<file path="src/rtl/sweep_pkg.sv">
// Shared state encoding and port-direction constants for the VNA sweep controller.
package sweep_pkg;

  typedef enum logic [2:0] {
    IDLE    = 3'd0,
    TUNE    = 3'd1,
    SETTLE  = 3'd2,
    CAPTURE = 3'd3,
    NEXT    = 3'd4,
    DONE    = 3'd5
  } sweep_state_e;

  localparam logic PORT_FWD = 1'b0;
  localparam logic PORT_REV = 1'b1;

endpackage

</file>
<file path="src/rtl/sweep_down_counter.sv">
// Loadable down counter with a registered zero flag; saturates at zero.
module sweep_down_counter #(
  parameter int unsigned W = 16
) (
  input  logic         clk,
  input  logic         rst_n,
  input  logic         load,
  input  logic [W-1:0] load_val,
  input  logic         dec,
  output logic         zero
);

  logic [W-1:0] count_d, count_q;
  logic         zero_d, zero_q;

  always_comb begin
    count_d = count_q;
    if (load) begin
      count_d = load_val;
    end else if (dec && (count_q != '0)) begin
      count_d = count_q - W'(1);
    end
    zero_d = (count_d == '0);
  end

  always_ff @(posedge clk or negedge rst_n) begin
    if (!rst_n) begin
      count_q <= '0;
      zero_q  <= 1'b1;
    end else begin
      count_q <= count_d;
      zero_q  <= zero_d;
    end
  end

  assign zero = zero_q;

endmodule

</file>
<file path="src/rtl/sparam_sweep_ctrl.sv">
// 2-port VNA sweep sequencer: per point tunes the LO, then settles and captures
// a fixed beat block for the forward and then the reverse drive port.
module sparam_sweep_ctrl
  import sweep_pkg::*;
#(
  parameter int unsigned CNT_W      = 16,
  parameter int unsigned LO_TIMEOUT = 4096
) (
  input  logic             s00_axis_aclk,
  input  logic             s00_axis_aresetn,
  input  logic             cfg_start,
  input  logic             cfg_abort,
  input  logic [CNT_W-1:0] cfg_num_points,
  input  logic [CNT_W-1:0] cfg_settle_cycles,
  input  logic [CNT_W-1:0] cfg_capture_len,
  output logic             lo_req,
  output logic [CNT_W-1:0] lo_freq_idx,
  input  logic             lo_ack,
  output logic             port_sel,
  input  logic             beat,
  output logic             capture_en,
  output logic             capture_last,
  output logic             busy,
  output logic             done,
  output logic             lo_err
);

  localparam logic [CNT_W-1:0] TMO_LD = CNT_W'(LO_TIMEOUT - 1);

  // Counters load N-1 so the zero flag marks the final cycle/beat; 0 acts as 1.
  function automatic logic [CNT_W-1:0] minus_one_sat(input logic [CNT_W-1:0] v);
    return (v == '0) ? '0 : v - CNT_W'(1);
  endfunction

  sweep_state_e     state_d, state_q;
  logic [CNT_W-1:0] last_idx_d, last_idx_q;
  logic [CNT_W-1:0] settle_ld_d, settle_ld_q;
  logic [CNT_W-1:0] cap_ld_d, cap_ld_q;
  logic [CNT_W-1:0] freq_idx_d, freq_idx_q;
  logic             port_sel_d, port_sel_q;
  logic             lo_err_d, lo_err_q;
  logic             lo_req_d, lo_req_q;
  logic             capture_en_d, capture_en_q;
  logic             busy_d, busy_q;
  logic             done_d, done_q;

  logic tmo_load, tmo_dec, tmo_zero;
  logic stl_load, stl_dec, stl_zero;
  logic cap_load, cap_dec, cap_zero;

  sweep_down_counter #(.W(CNT_W)) u_tmo_cnt (
    .clk      (s00_axis_aclk),
    .rst_n    (s00_axis_aresetn),
    .load     (tmo_load),
    .load_val (TMO_LD),
    .dec      (tmo_dec),
    .zero     (tmo_zero)
  );

  sweep_down_counter #(.W(CNT_W)) u_settle_cnt (
    .clk      (s00_axis_aclk),
    .rst_n    (s00_axis_aresetn),
    .load     (stl_load),
    .load_val (settle_ld_q),
    .dec      (stl_dec),
    .zero     (stl_zero)
  );

  sweep_down_counter #(.W(CNT_W)) u_cap_cnt (
    .clk      (s00_axis_aclk),
    .rst_n    (s00_axis_aresetn),
    .load     (cap_load),
    .load_val (cap_ld_q),
    .dec      (cap_dec),
    .zero     (cap_zero)
  );

  always_comb begin
    state_d     = state_q;
    last_idx_d  = last_idx_q;
    settle_ld_d = settle_ld_q;
    cap_ld_d    = cap_ld_q;
    freq_idx_d  = freq_idx_q;
    port_sel_d  = port_sel_q;
    lo_err_d    = lo_err_q;
    tmo_load    = 1'b0;
    tmo_dec     = 1'b0;
    stl_load    = 1'b0;
    stl_dec     = 1'b0;
    cap_load    = 1'b0;
    cap_dec     = 1'b0;

    case (state_q)
      IDLE: begin
        if (cfg_start) begin
          last_idx_d  = minus_one_sat(cfg_num_points);
          settle_ld_d = minus_one_sat(cfg_settle_cycles);
          cap_ld_d    = minus_one_sat(cfg_capture_len);
          lo_err_d    = 1'b0;
          freq_idx_d  = '0;
          port_sel_d  = PORT_FWD;
          tmo_load    = 1'b1;
          state_d     = TUNE;
        end
      end
      TUNE: begin
        // An ack on the final timeout cycle still counts as a lock.
        if (lo_ack) begin
          stl_load = 1'b1;
          state_d  = SETTLE;
        end else if (tmo_zero) begin
          lo_err_d = 1'b1;
          state_d  = IDLE;
        end else begin
          tmo_dec = 1'b1;
        end
      end
      SETTLE: begin
        if (stl_zero) begin
          cap_load = 1'b1;
          state_d  = CAPTURE;
        end else begin
          stl_dec = 1'b1;
        end
      end
      CAPTURE: begin
        if (beat) begin
          if (cap_zero) begin
            state_d = NEXT;
          end else begin
            cap_dec = 1'b1;
          end
        end
      end
      NEXT: begin
        if (port_sel_q == PORT_FWD) begin
          port_sel_d = PORT_REV;
          stl_load   = 1'b1;
          state_d    = SETTLE;
        end else begin
          port_sel_d = PORT_FWD;
          if (freq_idx_q == last_idx_q) begin
            state_d = DONE;
          end else begin
            freq_idx_d = freq_idx_q + CNT_W'(1);
            tmo_load   = 1'b1;
            state_d    = TUNE;
          end
        end
      end
      DONE: begin
        state_d = IDLE;
      end
      default: begin
        state_d = IDLE;
      end
    endcase

    if (cfg_abort) begin
      state_d  = IDLE;
      lo_err_d = lo_err_q;
    end

    // Idle always presents a clean LO index and forward port.
    if (state_d == IDLE) begin
      freq_idx_d = '0;
      port_sel_d = PORT_FWD;
    end

    lo_req_d     = (state_d == TUNE);
    capture_en_d = (state_d == CAPTURE);
    busy_d       = (state_d != IDLE);
    done_d       = (state_d == DONE);
  end

  always_ff @(posedge s00_axis_aclk or negedge s00_axis_aresetn) begin
    if (!s00_axis_aresetn) begin
      state_q      <= IDLE;
      last_idx_q   <= '0;
      settle_ld_q  <= '0;
      cap_ld_q     <= '0;
      freq_idx_q   <= '0;
      port_sel_q   <= PORT_FWD;
      lo_err_q     <= 1'b0;
      lo_req_q     <= 1'b0;
      capture_en_q <= 1'b0;
      busy_q       <= 1'b0;
      done_q       <= 1'b0;
    end else begin
      state_q      <= state_d;
      last_idx_q   <= last_idx_d;
      settle_ld_q  <= settle_ld_d;
      cap_ld_q     <= cap_ld_d;
      freq_idx_q   <= freq_idx_d;
      port_sel_q   <= port_sel_d;
      lo_err_q     <= lo_err_d;
      lo_req_q     <= lo_req_d;
      capture_en_q <= capture_en_d;
      busy_q       <= busy_d;
      done_q       <= done_d;
    end
  end

  assign lo_req       = lo_req_q;
  assign lo_freq_idx  = freq_idx_q;
  assign port_sel     = port_sel_q;
  assign capture_en   = capture_en_q;
  assign busy         = busy_q;
  assign done         = done_q;
  assign lo_err       = lo_err_q;
  assign capture_last = capture_en_q & beat & cap_zero;

endmodule

</file>
<file path="config.mk">
export PLATFORM = sky130hd
export DESIGN_NAME = sparam_sweep_ctrl
export DESIGN_NICKNAME = d
export VERILOG_FILES = /design/src/rtl/sweep_pkg.sv /design/src/rtl/sweep_down_counter.sv /design/src/rtl/sparam_sweep_ctrl.sv
export SDC_FILE = /design/constraint.sdc
export NUM_CORES = 1
export LEC_CHECK = 0
export ABC_AREA = 1
export BUFFER_PORTS_ARGS = -buffer_cell sky130_fd_sc_hd__buf_4
export CORE_MARGIN = 2
export CORE_UTILIZATION = 61
export CTS_CLUSTER_DIAMETER = 40
export DETAILED_ROUTE_END_ITERATION = 10
export HOLD_SLACK_MARGIN = 0.03
export PLACE_DENSITY = 0.79
export SLEW_MARGIN = 20
export SYNTH_ARGS = -nofsm -noshare
export SYNTH_HDL_FRONTEND = slang
export SYNTH_SLANG_ARGS = --single-unit
</file>
<file path="constraint.sdc">
create_clock -name s00_axis_aclk -period 2.17 [get_ports s00_axis_aclk]
set_clock_uncertainty 0.05 [all_clocks]
set_input_delay 0.434 -clock s00_axis_aclk [delete_from_list [all_inputs] [get_ports s00_axis_aclk]]
set_output_delay 0.434 -clock s00_axis_aclk [all_outputs]
set_load 0.01 [all_outputs]
</file>
Yosys cells after proc, flatten, opt, wreduce, memory -nomap -nowiden
Index checks and enable logic that the tools add are counted.
{"block": "totals", "output_inout_bits": 23, "mem_count": 0, "latch_bits": 0, "inputBits": 54, "ff_bits": 124, "ram_bits": 0, "elab_cells": 109, "rom_bits": 0}
{"block": "classes", "n_div": 0, "eq_ne": 14, "n_bitwise": 3, "n_lt_le_gt_ge": 0, "add_sub_neg": 7, "n_mux": 47, "n_reduce_logical": 21, "n_mul": 0, "n_shift": 0}
{"op": "$mux W16", "n": 13}
{"op": "$logic_not A16 Y1", "n": 6}
{"op": "$sub A16 B1 Y16 const B", "n": 6}
{"op": "$reduce_bool A16 Y1", "n": 3}
{"op": "$pmux W16 S2", "n": 1}
{"op": "$mux W3", "n": 9}
{"op": "$mux W1", "n": 19}
{"op": "$add A16 B1 Y16 const B", "n": 1}
{"op": "$eq A16 B16 Y1", "n": 1}
{"op": "$pmux W3 S5", "n": 1}
{"op": "$eq A3 B2 Y1 const B", "n": 3}
{"op": "$ne A3 B3 Y1 const B", "n": 3}
{"op": "$pmux W1 S2", "n": 4}
{"op": "$eq A3 B1 Y1 const B", "n": 2}
{"op": "$eq A3 B3 Y1 const B", "n": 2}
{"op": "$logic_not A3 Y1", "n": 2}
{"op": "$reduce_bool A3 Y1", "n": 2}
{"op": "$reduce_and A5 Y1", "n": 1}
{"op": "$ne A2 B2 Y1 const B", "n": 2}
{"op": "$reduce_and A2 Y1", "n": 2}
{"op": "$reduce_and A4 Y1", "n": 1}
{"op": "$logic_and A1 B1 Y1", "n": 3}
{"op": "$and A1 B1 Y1", "n": 2}
{"op": "$ne A2 B1 Y1 const B", "n": 1}
{"op": "other kinds (2)", "n": 2}

Depth between registers and ports, before layout
Gate-level depths: netlist (run 1).
{"block": "depth", "ltp_word": 8, "ltp_mapped": 15, "mapped_depth_nobuf": 14}

Modules after synthesis
From an unflattened synthesis (run 1), not the netlist that was laid out.
{"block": "unflattened", "cells_unflattened": 1243, "hier_area_um2": 8540.7}
{"module": "sparam_sweep_ctrl", "n_inst": 1, "seq_area_each_um2": 1826.8, "cells_per_inst": 592, "area_per_inst_um2": 4347.9}
{"module": "sweep_down_counter", "n_inst": 3, "seq_area_each_um2": 426.7, "cells_per_inst": 217, "area_per_inst_um2": 1397.6}

Least setup slack after synthesis (run 1)
No wires, ideal clock.
{"block": "synth_timing", "kind": "input-to-reg", "from": "input cfg_num_points[0]", "to": "register last_idx_q[12]", "cell_stages": 9, "setup_slack_ns": 0.275, "arrival_time_ns": 1.717, "setup_time_ns": 0.127, "required_ns": 1.993, "path_cell_list": "inv_1 -> ha_1 -> nor3b_2 -> nand2_1 -> nor2_1 -> nand2_1 -> o21ai_2 -> buf_2 -> o21ai_0"}
{"block": "synth_via", "elab_chain_cells": 2}
{"element": "start: declaration", "line": "sparam_sweep_ctrl.sv:13", "text": "input logic [CNT_W-1:0] cfg_num_points,"}
{"element": "$sub A16 B1 Y16 / $logic_not A16 Y1 (equally long branches)", "line": "sparam_sweep_ctrl.sv:32", "text": "return (v == '0) ? '0 : v - CNT_W'(1);"}
{"element": "$mux W16 (*)", "line": "sparam_sweep_ctrl.sv:32"}
{"element": "end signal: assignment", "line": "sparam_sweep_ctrl.sv:191", "text": "last_idx_q <= last_idx_d;"}
{"element": "end: declaration", "line": "sparam_sweep_ctrl.sv:36", "text": "logic [CNT_W-1:0] last_idx_d, last_idx_q;"}
Every way passes the cells marked *; elsewhere a longest branch is shown, timed or not.
A chain may end at the register's enable or synchronous reset.

Worst setup path after layout (run 1)
{"block": "layout_timing", "from": "register u_cap_cnt.count_q[0]", "to": "register u_cap_cnt.zero_q (netlist: u_cap_cnt.zero)"}
{"block": "layout_via", "elab_chain_cells": 5}
{"element": "start: declaration", "line": "sweep_down_counter.sv:13", "text": "logic [W-1:0] count_d, count_q;"}
{"element": "start signal: assignment", "line": "sweep_down_counter.sv:31", "text": "count_q <= count_d;"}
{"element": "branches (longest 2 deep; another with $sub A16 B1 Y16)"}
{"element": "$mux W16 (*)", "line": "sweep_down_counter.sv:20", "text": "end else if (dec && (count_q != '0)) begin"}
{"element": "$mux W16 (*)", "line": "sweep_down_counter.sv:18", "text": "if (load) begin"}
{"element": "$logic_not A16 Y1 (*)", "line": "sweep_down_counter.sv:23", "text": "zero_d = (count_d == '0);"}
{"element": "via u_cap_cnt.zero_d", "line": "sweep_down_counter.sv:14", "text": "logic zero_d, zero_q;"}
{"element": "end signal: assignment", "line": "sweep_down_counter.sv:32", "text": "zero_q <= zero_d;"}
{"element": "end: declaration", "line": "sweep_down_counter.sv:14"}
Mark *: on every way through the listed nets, which the timed path passes.

==> metrics.cfg, run 1 <==
[global_routing]
grt_pass1_wl_mm = 33.3
grt-ovfl-total = 0
met1_usage = 0.353
busiest_layer = met2
globalRouteMet2Util = 0.495
grt_max_degree = 49
grt_usage = 0.285
first_global_vias = 7280
antenna_found_initial = 0
use_met3 = 0.0495

[final_layout]
post-route-util = 0.740
nFillCells = 1044
syn2layout_area_growth_pct = 18.1
multi_input_area_sq_um = 4410
diodes = 0
drive_gt1_frac = 0.181
regArea_sq_um = 3110
finalNetCount = 1325

[timing]
hold_violations = 0
fmax_mhz = 500
finalWorstSetupSlack_ns = 0.171
hold_ws_ns = 0.172
setup_viol = 0
period_share = 0.921
rsz0062_at_grt = yes
slew_headroom = 0.670
tightest_slew_ns = 0.494
fin_crit_ns = 2.00
drv_slew = 0

[logic_synthesis]
synth.most_common_cell = nand2_1
syn_nets = 1225
synth_commonest_cells = nand2_1, nor2_1, inv_1, dfrtp_1, nand3_1
synth_top_area_frac = 0.365
netlist_instances = 1161
synth.distinct_cells = 46
synth_edf_count = 0
synth_seq_cells = 124
async_flop_share = 1.00
synth_area_leaders = dfrtp_1, nand2_1, nor2_1
ys_warn_count = 0
synth_flop_cell = dfrtp_1
syn_area_sq_um = 8300
ys_seq_area_frac = 0.375
synth_top_area_cell = dfrtp_1
syn_avg_cell_area_sq_um = 7.15

[run_status]
status = finished clean

[clocking]
cts.sinks = 124
clock-root-buffer = clkbuf_16
cts_max_path_buffers = 2
cts_max_level = 4
path_clk_slew_ns = 0.06
clk_latency_ns = 0.42
cts_tree = built
numCtsBuffers = 17

[die]
die_w_um = 121
dieArea_sq_um = 14500
core_area_sq_um = 13200
rows = 42
dieHeight_um = 121
initial_core_util = 0.626
io_pins = 77

[critical_path]
endpoint_kind = flop
reg2reg_depth = 14
worst-setup-path-type = flop to flop
r2r_slack_ns = 0.17
r2r-start = u_cap_cnt.count_q[0]
worstSetupStartpointType = flop
worst_ep_arrival_time_ns = 2.29
worstPathRequired_ns = 2.46
cp_max_fo = 12
r2r-end = u_cap_cnt.zero

[hold_path]
hold_end = cap_ld_q[0]
hp-start = cfg_capture_len[0]
worstHoldPathCells = 2
min-delay-path-class = input port to flop

[routing]
routedWlPerCell_um = 13.5
antenna_left = 0
drt-pass1-iter-count = 6
num_vias = 7597
via_per_inst = 5.24
drc = 0
drt-initial-drc-count = 465
wl_mm = 19.6

[pwr]
p_per_area_nw_per_um2 = 888
power_mw = 8.70
peakVddDrop_mv = 0.499
p_leak_nw = 5.01

[placed_design]
place_hpwl_mm = 14.4
globalplace.congestion = 0.947
port-buffer-count = 76
dp_slack_ns = 0.00651

[job]
cap_viol_max_count = 0

-- registers in the layout, indices dropped and copies added, names as in the netlist, 3 cells and up --
name / flops
u_tmo_cnt.count_q: 16
settle_ld_q: 16
last_idx_q: 16
u_cap_cnt.count_q: 16
lo_freq_idx: 16
u_settle_cnt.count_q: 16
state_q: 3
cap_ld_q: 16
-- how the worst max path moves through the flow --
stage / startpoint / to / slack (ns) / depth (start not counted)
2_1_floorplan: cfg_num_points[0] / last_idx_q[12] / 0.28 / 9
3_3_place_gp: cfg_num_points[0] / last_idx_q[0] / 0.06 / 10
3_5_place_dp: cfg_num_points[0] / last_idx_q[5] / 0.007 / 10
4_1_cts: state_q[2] / lo_freq_idx[1] / 0.14 / 13
5_1_grt: u_cap_cnt.count_q[1] / u_cap_cnt.zero / -0.06 / 14
6_report: u_cap_cnt.count_q[0] / u_cap_cnt.zero / 0.17 / 14
-- placed cells by master, fill, tap and decap left out, drive strengths merged, types with 7 or more instances in the layout --
master,n
xor2,55
o21ai,61
ha,10
nor3,12
o22ai,16
buf,112
nand3,93
xnor2,31
nor2,170
clkbuf,19
a21oi,15
nand4,7
dfrtp,121
nand2,360
inv,150
-- worst max-delay path, stage by stage (launching register included) --
cell	delay, ns
dfrtp_1	0.37
inv_1	0.12
ha_1	0.18
nand2_2	0.06
nor2_2	0.11
nand2_2	0.11
nand2_4	0.13
inv_2	0.11
nand2_1	0.09
nand3_1	0.07
o21ai_1	0.12
nand2_1	0.08
nor2_1	0.12
nand2_1	0.07
nor2_1	0.13
-- metrics by stage --
stage,setup TNS (ns),cell area [sq um],std cells
4_1_cts,0,9760,1447
2_1_floorplan,0,8300,1161
5_1_grt,-0.0638,9800,1450
3_3_place_gp,0,9130,1414
6_report,0,9800,1450
3_5_place_dp,0,9130,1414
-- cell families after synthesis --
| family | count (synthesis) | synth area share |
|---|---|---|
| DFF | 124 | 0.375 |
| adders and majority gates | 10 | 0.0151 |
| muxes | 1 | 0.00121 |
| and+or+nand+nor | 662 | 0.352 |
| AOI/OAI and AO/OA | 98 | 0.0697 |
| buffers and inverters | 180 | 0.0962 |
| xor gates and xnor gates | 86 | 0.0908 |
-- where the power goes --
| group | switching, mW | leakage (nW) | internal [mW] |
|---|---|---|---|
| registers | 0.397 | 1.54 | 2.75 |
| clock network | 1.05 | 0.288 | 1.87 |
| logic | 1.64 | 3.19 | 0.995 |
-- area by class of cell --
cell class | count | area share
clock buffer | 19 | 0.0462
inverter | 148 | 0.0572
clock inverter | 13 | 0.0167
timing repair buffer | 113 | 0.0907
multi-input combinational | 857 | 0.450
tap | 176 | 0.0225
sequential | 124 | 0.317
-- timing repair --
| item | 4_1_cts | 5_1_grt |
|---|---|---|
| endpoints found under the setup margin | 0 | 11 |
| hold buffers | 1 | 0 |
| endpoints found under the hold margin | 16 | 0 |
| gates resized for setup | 0 | 4 |
| setup buffers | 0 | 3 |
-- per-layer routing --
| metal | vias up | wire, um |
|---|---|---|
| met5 | - | 0 |
| met2 | 186 | 10000 |
| met3 | 43 | 845 |
| met1 | 3550 | 8220 |
| met4 | 0 | 510 |
| li1 | 3818 | - |
Power figures use the tool's default switching activity.
==> run 2, diff against run 1 <==
- CORE_UTILIZATION: 61 -> 30
- PLACE_DENSITY: 0.79 -> 0.43
- clock period: 2.17 -> 2.3 ns (I/O delays scaled with it)
==> metrics.cfg, run 2 (same netlist as run 1, synthesis figures left out) <==
[routing]
drc = 0
wl_mm = 23.0
antenna_left = 0
drt-pass1-iter-count = 5
via_per_inst = 4.47
routedWlPerCell_um = 14.2
num_vias = 7215
drt-initial-drc-count = 443

[timing]
hold_ws_ns = 0.190
drv_slew = 0
finalWorstSetupSlack_ns = 0.225
fmax_mhz = 482
slew_headroom = 0.623
tns_ns = 0
period_share = 0.902
tightest_slew_ns = 0.564
fin_crit_ns = 2.07
setup_viol = 0
rsz0062_at_grt = no
hold_violations = 0

[critical_path]
slowest_delay_ns = 0.46
r2r_slack_ns = 0.23
endpoint_kind = flop
worst_ep_arrival_time_ns = 2.37
worstPathRequired_ns = 2.59
crit_top_cell = nor2_1
reg2reg_depth = 11
r2r-end = u_tmo_cnt.zero
cp_max_fo = 38
r2r-start = lo_freq_idx[14]
worst_path_dominant_cell_family = simple AND/OR/NAND/NOR gates
worst-setup-path-type = flop to flop
crit_chain = xor2_1 -> nor2_1 -> nand2_1 -> nor2_1 -> nand3_1 -> nand2_1 -> buf_12 -> nand3_1 -> nor2_1 -> nand2_1 -> nor2_1
worstSetupStartpointType = flop
slowest_stage = dfrtp_1
path_buf_inv = 1
startpoint = lo_freq_idx[14]

[final_layout]
final_common_cell = nand2_1
final_cell_mix = nand2_1, nor2_1, inv_1
drive_gt1_frac = 0.178
diodes = 0
post-route-util = 0.370
finalNetCount = 1324
syn2layout_area_growth_pct = 20.5

[die]
rows = 60
initial_core_util = 0.307
dieArea_sq_um = 29000
die_w_um = 170
io_pins = 77
core_area_sq_um = 27000
dieHeight_um = 170

[global_routing]
grt_usage = 0.167
grt-ovfl-total = 0
grt_max_degree = 39
grt_pass1_wl_mm = 37.8
first_global_vias = 7186
antenna_found_initial = 0

[run_status]
status = finished clean

[hold_path]
worstHoldPathCells = 2
min-delay-path-class = input port to flop
hp-start = cfg_capture_len[0]
hold_end = cap_ld_q[0]

[clocking]
cts_hold_buffers = 1
numCtsBuffers = 17
cts_max_path_buffers = 2
cts_tree = built
clk_latency_ns = 0.43
clock-root-buffer = clkbuf_16
cts_resized = 0
cts_max_level = 4
cts.sinks = 124
path_clk_slew_ns = 0.07
cts_setup_buffers = 0

[placed_design]
port-buffer-count = 76
place_hpwl_mm = 17.9
globalplace.congestion = 0.813
dp_slack_ns = 0.129

[pwr]
power_mw = 8.28
p_leak_nw = 5.03
p_per_area_nw_per_um2 = 828
peakVddDrop_mv = 0.502

[job]
cap_viol_max_count = 0

## run 2: cell type report
type / count / area (sq um)
Multi-Input combinational cell: 857 / 4390
Clock inverter: 15 / 176
Fill cell: 2902 / 17000
Sequential cell: 124 / 3110
Clock buffer: 17 / 425
Timing Repair Buffer: 112 / 910
Tap cell: 341 / 427
Inverter: 148 / 561
## run 2: report_power, final
part / internal, mW / switching (mW) / total, mW
clock network: 1.64 / 1.15 / 2.79
logic: 0.962 / 1.56 / 2.52
registers: 2.59 / 0.382 / 2.97
total: 5.19 / 3.09 / 8.28
## run 2: layer usage
metal | GRT usage | vias up | wire length, um
met2 | 0.282 | 85 | 11100
li1 | - | 3816 | -
met4 | 0.0465 | 0 | 218
met3 | 0.0284 | 11 | 741
met1 | 0.221 | 3303 | 10900
met5 | 0 | - | 0
## run 2: worst max path at each step
stage	to	slack (ns)	cells after the start
2_1_floorplan	last_idx_q[12]	0.38	9
3_3_place_gp	cap_ld_q[9]	0.16	11
3_5_place_dp	last_idx_q[12]	0.13	10
4_1_cts	u_tmo_cnt.zero	0.20	11
5_1_grt	u_tmo_cnt.zero	0.01	11
6_report	u_tmo_cnt.zero	0.23	11
## run 2: stage by stage
| stage | std cells | instance area (sq um) |
|---|---|---|
| floorplan | 1161 | 8300 |
| finish | 1614 | 10000 |
| global placement | 1581 | 9380 |
| global route | 1614 | 10000 |
| CTS | 1614 | 10000 |
| detailed placement | 1581 | 9380 |
